$ cat src/rtl/l1_mem_arbiter.sv
// l1_mem_arbiter: round-robin sharing of one line memory port between the L1 I-cache and D-cache,
// one transaction in flight, request fields captured at grant, optional per-transaction watchdog.
module l1_mem_arbiter #(
  parameter int ADDR_WIDTH     = 8,
  parameter int DATA_WIDTH_M   = 128,
  parameter int TIMEOUT_CYCLES = 64
) (
  input  logic                      clk,
  input  logic                      rst_n,
  input  logic                      i_req_valid_i,
  input  logic [ADDR_WIDTH-1:0]     i_req_addr_i,
  output logic                      i_resp_valid_o,
  output logic [DATA_WIDTH_M-1:0]   i_resp_rdata_o,
  output logic                      i_resp_err_o,
  input  logic                      d_req_valid_i,
  input  logic                      d_req_write_i,
  input  logic [ADDR_WIDTH-1:0]     d_req_addr_i,
  input  logic [DATA_WIDTH_M-1:0]   d_req_wdata_i,
  input  logic [DATA_WIDTH_M/8-1:0] d_req_wmask_i,
  output logic                      d_resp_valid_o,
  output logic [DATA_WIDTH_M-1:0]   d_resp_rdata_o,
  output logic                      d_resp_err_o,
  output logic                      mem_req_valid_o,
  output logic                      mem_req_write_o,
  output logic [ADDR_WIDTH-1:0]     mem_req_addr_o,
  output logic [DATA_WIDTH_M-1:0]   mem_req_wdata_o,
  output logic [DATA_WIDTH_M/8-1:0] mem_req_wmask_o,
  input  logic                      mem_resp_valid_i,
  input  logic [DATA_WIDTH_M-1:0]   mem_resp_rdata_i
);
  localparam int MW = DATA_WIDTH_M / 8;
  localparam int TW = TIMEOUT_CYCLES > 0 ? $clog2(TIMEOUT_CYCLES + 1) : 1;
  typedef enum logic [1:0] {IDLE, BUSY, DONE} state_t;
  state_t                  state_q, state_d;
  logic                    last_d_q, last_d_d, own_d_q, own_d_d, write_q, write_d;
  logic [ADDR_WIDTH-1:0]   addr_q, addr_d;
  logic [DATA_WIDTH_M-1:0] wdata_q, wdata_d, i_rdata_q, i_rdata_d, d_rdata_q, d_rdata_d;
  logic [MW-1:0]           wmask_q, wmask_d;
  logic [TW-1:0]           timer_q, timer_d;
  logic                    i_err_q, i_err_d, d_err_q, d_err_d;
  logic                    pick_d, timeout, finish, rsp_err;
  logic [DATA_WIDTH_M-1:0] rsp_rdata;
  // D wins only when alone or when I was the last one served
  assign pick_d    = d_req_valid_i && (!i_req_valid_i || !last_d_q);
  assign timeout   = TIMEOUT_CYCLES != 0 && timer_q == TW'(TIMEOUT_CYCLES - 1);
  assign finish    = mem_resp_valid_i || timeout;
  assign rsp_err   = !mem_resp_valid_i;
  assign rsp_rdata = (mem_resp_valid_i && !write_q) ? mem_resp_rdata_i : '0;
  always_comb begin
    state_d   = state_q;
    last_d_d  = last_d_q;
    own_d_d   = own_d_q;
    write_d   = write_q;
    addr_d    = addr_q;
    wdata_d   = wdata_q;
    wmask_d   = wmask_q;
    timer_d   = timer_q;
    i_rdata_d = i_rdata_q;
    i_err_d   = i_err_q;
    d_rdata_d = d_rdata_q;
    d_err_d   = d_err_q;
    if (state_q == IDLE && (i_req_valid_i || d_req_valid_i)) begin
      state_d  = BUSY;
      own_d_d  = pick_d;
      last_d_d = pick_d;
      write_d  = pick_d && d_req_write_i;
      addr_d   = pick_d ? d_req_addr_i : i_req_addr_i;
      wdata_d  = write_d ? d_req_wdata_i : '0;
      wmask_d  = write_d ? d_req_wmask_i : '0;
      timer_d  = '0;
    end else if (state_q == BUSY && finish) begin
      state_d   = DONE;
      i_rdata_d = own_d_q ? i_rdata_q : rsp_rdata;
      i_err_d   = own_d_q ? i_err_q : rsp_err;
      d_rdata_d = own_d_q ? rsp_rdata : d_rdata_q;
      d_err_d   = own_d_q ? rsp_err : d_err_q;
    end else if (state_q == BUSY) begin
      timer_d = timer_q == '1 ? timer_q : timer_q + 1'b1;
    end else if (state_q == DONE) begin
      state_d = IDLE;
    end
  end
  always_ff @(posedge clk) begin
    if (!rst_n) begin
      state_q   <= IDLE;
      last_d_q  <= 1'b1;
      own_d_q   <= 1'b0;
      write_q   <= 1'b0;
      addr_q    <= '0;
      wdata_q   <= '0;
      wmask_q   <= '0;
      timer_q   <= '0;
      i_rdata_q <= '0;
      i_err_q   <= 1'b0;
      d_rdata_q <= '0;
      d_err_q   <= 1'b0;
    end else begin
      state_q   <= state_d;
      last_d_q  <= last_d_d;
      own_d_q   <= own_d_d;
      write_q   <= write_d;
      addr_q    <= addr_d;
      wdata_q   <= wdata_d;
      wmask_q   <= wmask_d;
      timer_q   <= timer_d;
      i_rdata_q <= i_rdata_d;
      i_err_q   <= i_err_d;
      d_rdata_q <= d_rdata_d;
      d_err_q   <= d_err_d;
    end
  end
  assign mem_req_valid_o = state_q == BUSY;
  assign mem_req_write_o = write_q;
  assign mem_req_addr_o  = addr_q;
  assign mem_req_wdata_o = wdata_q;
  assign mem_req_wmask_o = wmask_q;
  assign i_resp_valid_o  = state_q == DONE && !own_d_q;
  assign d_resp_valid_o  = state_q == DONE && own_d_q;
  assign i_resp_rdata_o  = i_rdata_q;
  assign i_resp_err_o    = i_err_q;
  assign d_resp_rdata_o  = d_rdata_q;
  assign d_resp_err_o    = d_err_q;
endmodule
$ cat config.mk
export PLATFORM = sky130hd
export DESIGN_NAME = l1_mem_arbiter
export DESIGN_NICKNAME = d
export VERILOG_FILES = /design/src/rtl/l1_mem_arbiter.sv
export SDC_FILE = /design/constraint.sdc
export NUM_CORES = 1
export LEC_CHECK = 0
export CAP_MARGIN = 10
export CORE_AREA = 2 2 275 277
export DETAILED_ROUTE_END_ITERATION = 7
export DIE_AREA = 0 0 277 279
export PLACE_DENSITY = 0.53
export SYNTH_ARGS = -nofsm -noshare
export SYNTH_HDL_FRONTEND = slang
export SYNTH_SLANG_ARGS = --single-unit
$ cat constraint.sdc
create_clock -name clk -period 2.3 [get_ports clk]
set_clock_uncertainty 0.05 [all_clocks]
set_input_delay 0.345 -clock clk [delete_from_list [all_inputs] [get_ports clk]]
set_output_delay 0.345 -clock clk [all_outputs]
set_load 0.02 [all_outputs]
# ---- Word level (Yosys, flattened, before mapping)
# Cells that the tools add are included.
dict set report op_classes {
  mul 0
  shift 0
  reduce_logical 24
  eq_ne 6
  div 0
  n_lt_le_gt_ge 0
  addsub 1
  muxes 8
  bitwise 5
}
# cell n
set op_table {}
lappend op_table {{$mux W128} 2}
lappend op_table {{$mux W16} 1}
lappend op_table {{$reduce_and A3 Y1} 3}
lappend op_table {{$mux W8} 1}
lappend op_table {{$add A7 B1 Y7 const B} 1}
lappend op_table {{$eq A7 B6 Y1 const B} 1}
lappend op_table {{$eq A7 B7 Y1 const B} 1}
lappend op_table {{$logic_and A1 B1 Y1} 7}
lappend op_table {{$mux W2} 3}
lappend op_table {{$logic_not A1 Y1} 5}
lappend op_table {{$not A1 Y1} 5}
lappend op_table {{$reduce_and A2 Y1} 2}
lappend op_table {{$logic_or A1 B1 Y1} 3}
lappend op_table {{$ne A3 B1 Y1 const B} 1}
lappend op_table {{$reduce_bool A3 Y1} 1}
lappend op_table {{$eq A2 B1 Y1 const B} 1}
lappend op_table {{$eq A2 B2 Y1 const B} 1}
lappend op_table {{$logic_not A2 Y1} 1}
lappend op_table {{$ne A2 B1 Y1 const B} 1}
lappend op_table {{$reduce_bool A2 Y1} 1}
lappend op_table {{$reduce_or A2 Y1} 1}
lappend op_table {{$mux W1} 1}
dict set report word_totals {
  register_bits 422
  mem_bits_rw 0
  latch_bits 0
  output_inout_bits 414
  wordCells 57
  memories 0
  rom_bits 0
  in_bits 294
}

# ---- Longest topological paths before layout
# Gate-level depths: netlist of the first run.
dict set report depth {
  ltp_word 5
  mapped_depth 8
  mapped_depth_nobuf 4
}

# ---- Worst setup path after synthesis of the first run
# OpenSTA, ideal clock, no wires.
dict set report synth_timing {
  kind {register to register}
  from {register timer_q[0]}
  to {register d_rdata_q[100], in the netlist d_resp_rdata_o[100]}
  t_arrival_ns 1.612
  slack_ns 0.549
  path_buffers 4
  synth_period_minus_slack_ns 1.751
  setup_time_ns 0.089
  required_time_ns 2.161
  stages_incl_launch_ff 9
  cell_sequence {dfxtp_1 > ha_1 > and3_1 > buf_2 > a21o_1 > buf_2 > buf_6 > buf_6 > a311oi_2}
}
dict set report synth_via {
  elab_chain_len 4
}
# item line_no
set synth_rtl {}
lappend synth_rtl {{start, declared} 39} ;# logic [TW-1:0] timer_q, timer_d;
lappend synth_rtl {{start signal, assigned} 105} ;# timer_q <= timer_d;
lappend synth_rtl {{$eq A7 B6 Y1} 45} ;# assign timeout = TIMEOUT_CYCLES != 0 && timer_q == TW'(TIMEOUT_CYCLES - 1);
lappend synth_rtl {{$logic_or A1 B1 Y1} 46} ;# assign finish = mem_resp_valid_i || timeout;
lappend synth_rtl {{$logic_and A1 B1 Y1} 71} ;# end else if (state_q == BUSY && finish) begin
lappend synth_rtl {{$reduce_and A3 Y1 (no line)} n/a}
lappend synth_rtl {{end signal, assigned} 108} ;# d_rdata_q <= d_rdata_d;
lappend synth_rtl {{end, declared} 37} ;# logic [DATA_WIDTH_M-1:0] wdata_q, wdata_d, i_rdata_q, i_rdata_d, d_rdata_q, d_rdata_d;
# No other way between the ends.
# A chain may end at the register's enable or synchronous reset.

# ---- Worst setup path in the final report of the first run
dict set report layout_timing {
  from {register wdata_q[9], in the netlist mem_req_wdata_o[9]}
  to {output port mem_req_wdata_o[9]}
}
# item line_no
set layout_lines {}
lappend layout_lines {{start, declared} 37}
lappend layout_lines {{start signal, assigned} 103} ;# wdata_q <= wdata_d;
lappend layout_lines {{end, declared} 26} ;# output logic [DATA_WIDTH_M-1:0] mem_req_wdata_o,
# No word-level cell between the ends.

==> impl_metrics.yaml, run 1 <==
worst_setup_path:
  end_kind: "output pin"
  worst_setup_path_start_kind: "flop"
  rr_endpoint: "d_resp_rdata_o[66]"
  worst-r2r-cell-count: 6
  r2r-start: "timer_q[0]"
  path_class: "reg -> out"
  crit_slowest_cell: "clkdlybuf4s50_1"
  cp.arrival_ns: 1.84
  path_cells: "clkdlybuf4s50_1"
  crit_family: "buffers and inverters"
  r2r_slack_ns: 0.31
  critPathRequiredTime_ns: 1.90
  critical_path.max_stage_delay_ns: 0.69
  path_max_fanout: 2
  crit_buf_inv: 1
clock_network:
  cts_tree: "done"
  cts_resized: 5
  cts_max_level: 2
  hold_buffers: 0
  clock-root-buffer: "clkbuf_16"
  cts_setup_buffers: 0
  numClockSinks: 422
  ctsLongestPathBuffers: 3
  numCtsBuffers: 51
  clk_pin_slew_ns: 0.06
  worstSkewPairLatency_ns: 0.60
drt:
  via_count: 17500
  remaining_drc_errors: 0
  met3_length_mm: 6.57
  top_layer: "met5"
  via_per_inst: 5.34
  drt_iter0_drc: 1486
  drtAntennaViolNets: 0
  drt_pass1_iterations: 5
  wl_per_cell_um: 23.9
  met1_length_mm: 33.3
  wl_met2_mm: 36.3
  wirelength_mm: 78.0
placed_design:
  dp_cells: 3164
  place_ws_ns: 0.0548
  gp_congestion: 1.05
  port_buffers: 707
  place_hpwl_mm: 56.1
  place_area_um2: 26200
floorplan:
  pin_count: 708
  dieArea_um2: 77300
  start_util: 0.243
  die_h_um: 279
  rows: 100
  core_area_um2: 74100
  dieWidth_um: 277
yosys:
  synth_top_area_share: 0.469
  ys_top_cells_by_count: "dfxtp_1 (422), a31oi_1 (260), nand3_1 (256)"
  yosysWarnings: 0
  syn_inst: 1650
  synthesis.area_um2: 18000
  ys_ff_latch: 422
  yosys.cell_count.top_type: "dfxtp_1"
  synth_top_flop_cell: "dfxtp_1"
  async_reset_ff_frac: 0
  synth_top_area_cell: "dfxtp_1"
  yosysSeqAreaShare: 0.469
  syn-num-nets: 1945
  synth.distinct_cells: 42
  avgSynthCellArea_um2: 10.9
  synth_enable_flop_cells: 0
  synthTopCellsByArea: "dfxtp_1 (47%), a311oi_2 (17%), a31oi_1 (9.0%)"
sta:
  drv_slew: 0
  setup-violations-final: 0
  slew_headroom: 0.598
  layout_setup_ws_ns: 0.0694
  hold_slack_ns: 0.296
  hold_viol: 0
  fin_setup_tns_ns: 0
  tightest_slew_ns: 0.603
  fin_crit_sh: 0.970
  clock.fmax_ghz: 0.448
  rsz0062_at_grt: "no"
  min_period_ns: 2.23
finish:
  drive_above_1_share: 0.164
  final_core_util: 0.377
  fin_area_um2: 27900
  area_delta_synth_final_pct: 54.8
  final_cells: 3265
  nets: 2543
pwr:
  power_mw: 19.1
  powerDensity_nw_per_um2: 685
  power.leakage_nw: 8.63
  ir_worst_vdd_mv: 0.539
min_path:
  hold_path_depth: 2
  hp-start: "d_req_wdata_i[87]"
  min_path_type: "in -> reg"
  whs_endpoint: "mem_req_wdata_o[87]"
global_routing:
  antenna_found_initial: 11
  track_usage: 0.191
  grt_overflow: 0
  grt_pass1_vias: 16800
  grt_pass1_wl_mm: 115
  grt_max_degree: 90
run_status:
  status: "finished, final reports clean"
run:
  drv_cap: 0
## state kept, by name, summed over array words and instances, names as in the netlist, 2 cells and up
register and flops:
mem_req_wdata_o 128, state_q 2, mem_req_wmask_o 16, mem_req_addr_o 8
timer_q 7, d_resp_rdata_o 128, i_resp_rdata_o 128
## cell type report
| class | instances | area, um2 |
|---|---|---|
| sequential | 422 | 8450 |
| timing repair buffer | 785 | 8250 |
| fill | 7167 | 46200 |
| inverter | 5 | 26.3 |
| clock buffer | 76 | 1520 |
| clock inverter | 17 | 183 |
| antenna | 8 | 20.0 |
| multi-input combinational | 983 | 8230 |
| tap | 969 | 1210 |
## kinds of logic (layout without fill, tap and decap cells)
logic type               after synthesis  count (layout)  synth area share
AND/OR/NAND/NOR                      289             289            0.0835
multiplexers                           2               2           0.00111
AO/OA/AOI/OAI                        691             691             0.369
buffers and inverters                245             883            0.0771
flip-flops                           422             422             0.469
adder cells (fa/ha/maj)                1               1          0.000694
other                                  0               8                 0
## layer usage
layer / vias to the layer above / GRT usage
li1: 7948 / -
met1: 8647 / 0.250
met2: 739 / 0.305
met3: 111 / 0.0561
met4: 6 / 0.0527
met5: - / 0
## worst max-delay path by stage
stage | slack [ns] | to | startpoint | cells past startpoint
floorplan | 0.55 | d_resp_rdata_o[100] | timer_q[0] | 8
global placement | -0.02 | timer_q[3] | mem_resp_valid_i | 5
detailed placement | 0.05 | timer_q[3] | mem_resp_valid_i | 5
CTS | 0.06 | mem_req_wdata_o[24] | mem_req_wdata_o[24] | 1
global route | 0.04 | mem_req_write_o | mem_req_write_o | 1
finish | 0.07 | mem_req_wdata_o[9] | mem_req_wdata_o[9] | 1
## power breakdown
| group | internal, mW | leakage (nW) | switching (mW) |
|---|---|---|---|
| Sequential | 7.54 | 3.42 | 0.159 |
| Combinational | 1.40 | 4.38 | 1.83 |
| Clock | 4.80 | 0.833 | 3.37 |
## placed cells by master (no fill, tap or decap), drive strengths merged, types with 2 or more instances in the layout
| cell | count |
|---|---|
| clkdlybuf4s50 | 704 |
| dfxtp | 422 |
| a31oi | 260 |
| nand3 | 256 |
| a311oi | 256 |
| a22o | 145 |
| buf | 78 |
| clkbuf | 76 |
| and3 | 12 |
| clkinv | 9 |
| diode | 8 |
| a221o | 8 |
| inv | 8 |
| a211oi | 6 |
| nor3b | 5 |
| o211ai | 4 |
| clkinvlp | 3 |
| dlygate4sd2 | 3 |
| and3b | 3 |
| nand2 | 2 |
| a41oi | 2 |
| mux2i | 2 |
| bufinv | 2 |
| nor2b | 2 |
| a21o | 2 |
| nor2 | 2 |
Note: power is estimated with default switching activity, not from simulation.
==> run 2, diff against run 1 <==
--- a/config.mk
+++ b/config.mk
@@ -10,6 +10,7 @@
 export DETAILED_ROUTE_END_ITERATION = 7
 export DIE_AREA = 0 0 277 279
 export PLACE_DENSITY = 0.53
+export SLEW_MARGIN = 10
 export SYNTH_ARGS = -nofsm -noshare
 export SYNTH_HDL_FRONTEND = slang
 export SYNTH_SLANG_ARGS = --single-unit
==> results of run 2 <==
The final DEF is identical to that of run 1; final timing and power are the same.
